$ cat src/rtl/pipe_ctrl_pkg.sv
// Shared definitions for the pipeline hazard controller:
// FSM state encoding, MDU latency defaults and a register-match helper.
package pipe_ctrl_pkg;

    localparam logic [1:0] ST_RUN      = 2'd0;
    localparam logic [1:0] ST_MDU_WAIT = 2'd1;
    localparam logic [1:0] ST_MDU_HOLD = 2'd2;

    localparam int MUL_CYCLES_DEF = 4;
    localparam int DIV_CYCLES_DEF = 33;
    localparam int CNT_W_DEF      = 6;

    typedef enum logic [1:0] {
        RUN      = ST_RUN,
        MDU_WAIT = ST_MDU_WAIT,
        MDU_HOLD = ST_MDU_HOLD
    } mdu_state_e;

    // True when a GPR producer feeds a source the consumer actually reads.
    // r0 is hard-wired zero and never creates a dependency.
    function automatic logic reg_match(
        input logic [4:0] dst,
        input logic [4:0] src,
        input logic       reads
    );
        return reads && (dst != 5'd0) && (dst == src);
    endfunction

endpackage

$ cat src/rtl/mdu_occ_counter.sv
// Loadable down-counter tracking remaining MDU occupancy cycles.
// Decrement saturates at zero; load has priority over decrement.
module mdu_occ_counter #(
    parameter int CNT_W = 6
) (
    input  logic             clk,
    input  logic             rst_n,
    input  logic             load_i,
    input  logic [CNT_W-1:0] load_val_i,
    input  logic             dec_i,
    output logic [CNT_W-1:0] cnt_o,
    output logic             zero_o
);

    logic [CNT_W-1:0] cnt_q;
    logic [CNT_W-1:0] cnt_d;

    // Next count: load wins, otherwise count down toward zero.
    always_comb begin
        cnt_d = cnt_q;
        if (load_i) begin
            cnt_d = load_val_i;
        end else if (dec_i && (cnt_q != '0)) begin
            cnt_d = cnt_q - CNT_W'(1);
        end
    end

    // Count register.
    always_ff @(posedge clk or negedge rst_n) begin
        if (!rst_n) begin
            cnt_q <= '0;
        end else begin
            cnt_q <= cnt_d;
        end
    end

    assign cnt_o  = cnt_q;
    assign zero_o = (cnt_q == '0);

endmodule

$ cat src/rtl/pipe_hazard_ctrl.sv
// Stall/flush sequencer around the id2->exc register: exceptions,
// memory stalls, MDU occupancy, load-use and branch mispredict/nullify.
module pipe_hazard_ctrl
    import pipe_ctrl_pkg::*;
#(
    parameter int MUL_CYCLES = MUL_CYCLES_DEF,
    parameter int DIV_CYCLES = DIV_CYCLES_DEF,
    parameter int CNT_W      = CNT_W_DEF
) (
    input  logic       clk,
    input  logic       rst_n,
    input  logic       exception_req,
    input  logic       mem_stall,
    input  logic       exc_mul_start,
    input  logic       exc_div_start,
    input  logic       exc_is_load,
    input  logic [4:0] exc_w_reg_dst,
    input  logic [4:0] id2_rs,
    input  logic [4:0] id2_rt,
    input  logic       id2_reads_rs,
    input  logic       id2_reads_rt,
    input  logic       exc_mispredict,
    input  logic       exc_likely_nt,
    output logic       front_stall,
    output logic       front_flush,
    output logic       id2_exc_stall,
    output logic       id2_exc_flush,
    output logic       exc_mem_stall,
    output logic       exc_mem_flush,
    output logic       exception_flush,
    output logic       mdu_busy,
    output logic       mdu_done
);

    localparam logic [CNT_W-1:0] MUL_LOAD   = CNT_W'(MUL_CYCLES - 2);
    localparam logic [CNT_W-1:0] DIV_LOAD   = CNT_W'(DIV_CYCLES - 2);
    // After completion the counter holds 1 for one RUN cycle so the
    // retired op, still flagged in exc, cannot restart the unit.
    localparam logic [CNT_W-1:0] GUARD_LOAD = CNT_W'(1);

    mdu_state_e       state_q;
    mdu_state_e       state_d;
    logic             cnt_load;
    logic [CNT_W-1:0] cnt_val;
    logic [CNT_W-1:0] cnt;
    logic             cnt_zero;

    logic start;
    logic enter;
    logic completing;
    logic occupied;
    logic load_use;

    mdu_occ_counter #(
        .CNT_W(CNT_W)
    ) u_cnt (
        .clk       (clk),
        .rst_n     (rst_n),
        .load_i    (cnt_load),
        .load_val_i(cnt_val),
        .dec_i     (1'b1),
        .cnt_o     (cnt),
        .zero_o    (cnt_zero)
    );

    assign start      = exc_mul_start | exc_div_start;
    assign enter      = (state_q == RUN) && start && cnt_zero
                        && !exception_req && !mem_stall;
    assign completing = !mem_stall
                        && (((state_q == MDU_WAIT) && cnt_zero)
                            || (state_q == MDU_HOLD));
    assign occupied   = enter || ((state_q == MDU_WAIT) && !cnt_zero);
    assign load_use   = exc_is_load
                        && (reg_match(exc_w_reg_dst, id2_rs, id2_reads_rs)
                            || reg_match(exc_w_reg_dst, id2_rt, id2_reads_rt));

    // MDU occupancy FSM next state and counter load control.
    always_comb begin
        state_d  = state_q;
        cnt_load = 1'b0;
        cnt_val  = '0;
        if (exception_req) begin
            state_d  = RUN;
            cnt_load = 1'b1;
        end else begin
            unique case (state_q)
                RUN: begin
                    if (enter) begin
                        state_d  = MDU_WAIT;
                        cnt_load = 1'b1;
                        cnt_val  = exc_div_start ? DIV_LOAD : MUL_LOAD;
                    end
                end
                MDU_WAIT: begin
                    if (cnt_zero) begin
                        if (!mem_stall) begin
                            state_d  = RUN;
                            cnt_load = 1'b1;
                            cnt_val  = GUARD_LOAD;
                        end else begin
                            state_d = MDU_HOLD;
                        end
                    end
                end
                MDU_HOLD: begin
                    if (!mem_stall) begin
                        state_d  = RUN;
                        cnt_load = 1'b1;
                        cnt_val  = GUARD_LOAD;
                    end
                end
                default: begin
                    state_d  = RUN;
                    cnt_load = 1'b1;
                end
            endcase
        end
    end

    // FSM state register.
    always_ff @(posedge clk or negedge rst_n) begin
        if (!rst_n) begin
            state_q <= RUN;
        end else begin
            state_q <= state_d;
        end
    end

    // Priority mux: the first matching hazard row drives every output.
    always_comb begin
        front_stall     = 1'b0;
        front_flush     = 1'b0;
        id2_exc_stall   = 1'b0;
        id2_exc_flush   = 1'b0;
        exc_mem_stall   = 1'b0;
        exc_mem_flush   = 1'b0;
        exception_flush = 1'b0;
        mdu_busy        = 1'b0;
        mdu_done        = 1'b0;
        if (!rst_n) begin
            front_stall = 1'b0;
        end else if (exception_req) begin
            exception_flush = 1'b1;
        end else begin
            mdu_busy = (state_q != RUN);
            mdu_done = completing;
            if (mem_stall) begin
                front_stall   = 1'b1;
                id2_exc_stall = 1'b1;
                exc_mem_stall = 1'b1;
            end else if (occupied) begin
                front_stall   = 1'b1;
                id2_exc_stall = 1'b1;
                exc_mem_flush = 1'b1;
            end else if (load_use) begin
                front_stall   = 1'b1;
                id2_exc_flush = 1'b1;
            end else if (exc_mispredict) begin
                front_flush   = 1'b1;
                id2_exc_flush = exc_likely_nt;
            end
        end
    end

endmodule

$ cat config.mk
export PLATFORM = sky130hd
export DESIGN_NAME = pipe_hazard_ctrl
export DESIGN_NICKNAME = d
export VERILOG_FILES = /design/src/rtl/pipe_ctrl_pkg.sv /design/src/rtl/mdu_occ_counter.sv /design/src/rtl/pipe_hazard_ctrl.sv
export SDC_FILE = /design/constraint.sdc
export NUM_CORES = 1
export LEC_CHECK = 0
export BUFFER_PORTS_ARGS = -buffer_cell sky130_fd_sc_hd__buf_4
export CAP_MARGIN = 20
export CORE_UTILIZATION = 48
export CTS_BUF_LIST = sky130_fd_sc_hd__clkbuf_2
export DETAILED_ROUTE_END_ITERATION = 6
export HOLD_SLACK_MARGIN = 0.08
export PLACE_DENSITY = 0.81
export SYNTH_ARGS = -nofsm -noshare
export SYNTH_HDL_FRONTEND = slang
export SYNTH_SLANG_ARGS = --single-unit
$ cat constraint.sdc
create_clock -name clk -period 2.1 [get_ports clk]
set_clock_uncertainty 0.05 [all_clocks]
set_input_delay 0.21 -clock clk [delete_from_list [all_inputs] [get_ports clk]]
set_output_delay 0.21 -clock clk [all_outputs]
set_load 0.01 [all_outputs]
==> results.toml <==
[min_path]
min_path_type = "in2reg"
holdPathStages = 2

[worst_setup_path]
crit_start = "state_q[1]"
critical_path.max_stage_delay_ns = 0.49
r2r_start = "u_cnt.cnt_o[4]"
timing.critical_path.to = "front_flush"
reg2reg_depth = 6
worst_path_dominant_cell_family = "simple AND/OR/NAND/NOR gates"
cp_cell_sequence = "nor4_4 -> nand4_2 -> and2_4 -> o2111a_1 -> buf_4"
crit_slowest_cell = "dfrtp_2"
cp-start-kind = "register"
critical_path_class = "reg2out"
r2r_setup_slack_ns = 0.33
crit_path_end_kind = "output port"
r2r_end = "u_cnt.cnt_o[1]"
critPathBufInv = 1
worstPathMaxFanout = 8
cp.depth = 5
required_ns = 1.84
arrival_ns = 1.81

[timing]
worst_slew_pin_slew_ns = 0.386
finalSetupViolations = 0
max_slew_margin_pct = 74.3
period_share_pct = 98.7
fmax_mhz = 482
hold_viol = 0
rsz0062_at_grt = "yes"
slew_violations = 0
fin_crit_ns = 2.07

[floorplanning]
die_area_sq_um = 1800
coreArea_sq_um = 1510
rows = 14
start_util_pct = 52.0
pin_count = 35
chipHeight_um = 42.4
die_x_um = 42.4

[finish]
antenna_cells = 0
syn_to_final_growth_pct = 45.8
n_fill_cell = 105
fin_nets = 162
drive_above_1_share_pct = 42.4
design_area_sq_um = 1140

[route]
drc_errors = 0
antenna_left = 0
drtIter0Drc = 55
first_pass_iters = 4
wl_per_cell_um = 16.8
vias = 880
viasPerCell = 5.95
routed_wl_um = 2490

[cts]
clk-insertion-delay-late_ns = 0.27
numClockSinks = 8
cts_tree = "yes"
htree_levels = 1
cts-root-buf = "clkbuf_2"
cts_buffer_depth = 2
clkTransAtPathRegs_ns = 0.11
cts_inserted_buffers = 3

[yosys]
synthFlopType = "dfrtp_1"
syn_area_per_cell_sq_um = 8.70
netlist_instances = 90
synthMostInstantiatedCell = "xor2_1"
yosys_warnings = 0
synth_area_leaders = "dfrtp_1 26%, xor2_1 10%, xnor2_1 4.5%, ha_1 3.2%, o21ai_1 3.2%"
synth_common_cells = "9 x xor2_1, 8 x dfrtp_1, 6 x nor2_1, 5 x inv_1, 5 x o21ai_1"
async_flop_share_pct = 100
yosys.cell_types.count = 41
synth_fp_nets = 118
netlist_area_sq_um = 783
ys_ff_latch = 8
synth_top_cell_by_area = "dfrtp_1"
synth_top_area_share_pct = 25.6
ys_seq_area_share_pct = 25.6
synth_edf_count = 0

[global_routing]
grt_pass1_wl_um = 4060
globalRoute.totalOverflow = 0
grt_max_degree = 11
track_usage_pct = 30.1
antenna_found_initial = 0
grt_pass1_vias = 927

[pwr]
power_density_nw_per_um2 = 932
ir_worst_vdd_uv = 637
finalPower_uw = 1060
p_leak_uw = 0.000543

[place]
dp_hpwl_um = 1880
place_congestion = 0.811
port_buffers = 34
placed_cell_area_sq_um = 1050

[outcome]
status = "completed"

[flow_run]
drv_cap = 0
## how the worst min path moves through the flow
stage                        from              to  slack [ns]
global route        exception_req      state_q[1]        0.14
detailed placement          rst_n  u_cnt.cnt_o[2]      -0.007
finish              exception_req      state_q[1]        0.13
floorplan                   rst_n      state_q[0]       -0.14
global placement            rst_n  u_cnt.cnt_o[3]      -0.008
CTS                 exception_req      state_q[1]        0.13
## kinds of logic after synthesis
family,count (synthesis),share of synthesized area (%)
DFF,8,25.6
and+or+nand+nor,35,29.6
AOI/OAI and AO/OA,25,22.8
xor gates and xnor gates,13,14.5
buffers and inverters,7,4.31
adders and majority gates,2,3.19
## cell type report
class | instances | area [sq um] | area share (%)
tap | 16 | 20.0 | 1.75
inverter | 6 | 22.5 | 1.97
clock buffer | 3 | 15.0 | 1.31
timing repair buffer | 40 | 307 | 26.8
multi-input combinational | 75 | 577 | 50.5
sequential | 8 | 201 | 17.6
## layer usage
layer	wire length (um)	vias up	global-route usage [%]
met4	28	0	15.6
met2	1370	53	53.8
met1	934	408	33.8
met3	159	3	4.74
met5	0	-	0
li1	-	416	-
## placed cells by master (no fill, tap or decap), drive strengths merged, types with 2 or more instances in the layout
master	n
nor2b	2
buf	39
clkbuf	3
nor4	4
nor2	6
xor2	9
nand4b	2
nand2	4
o211ai	2
o21ai	7
xnor2	4
nand2b	3
inv	6
a21oi	4
dfrtp	8
and2	4
nor3	4
ha	2
a31o	2
## power by group
part           switching (uW)  internal (uW)  leakage, uW  total (uW)
logic                     341            337     0.000426         678
clock network            69.7           38.9    0.0000125         109
registers                70.6            208     0.000105         279
## what timing repair did
item,in CTS,in global routing
endpoints found under the setup margin,4,5
hold buffers,1,0
pin swaps,1,7
cloned,0,0
setup buffers,3,2
resized for setup,1,7
endpoints found under the hold margin,8,0
## per-stage QoR
stage               hold WS [ns]  setup TNS [ns]  instances  utilization (%)  setup slack, ns
floorplan                 -0.136               0         90                -            0.474
global placement        -0.00833               0        139             69.5            0.317
detailed placement      -0.00650               0        139             69.5            0.232
CTS                        0.128               0        146             73.3          0.00789
global route               0.135         -0.0596        148             75.8          -0.0326
finish                     0.128               0        148             75.8           0.0270
## sequential cells by signal (all words and copies together) (netlist names)
signal / count
state_q: 2
u_cnt.cnt_o: 6
## worst register-to-register path, cell delays in order (launching register included)
cell and delay (ns):
dfrtp_1 0.43, nor4_4 0.39, buf_4 0.18, buf_4 0.09
and2_1 0.23, a21oi_1 0.09, a311oi_2 0.22
Note: power is estimated with default switching activity, not from simulation.
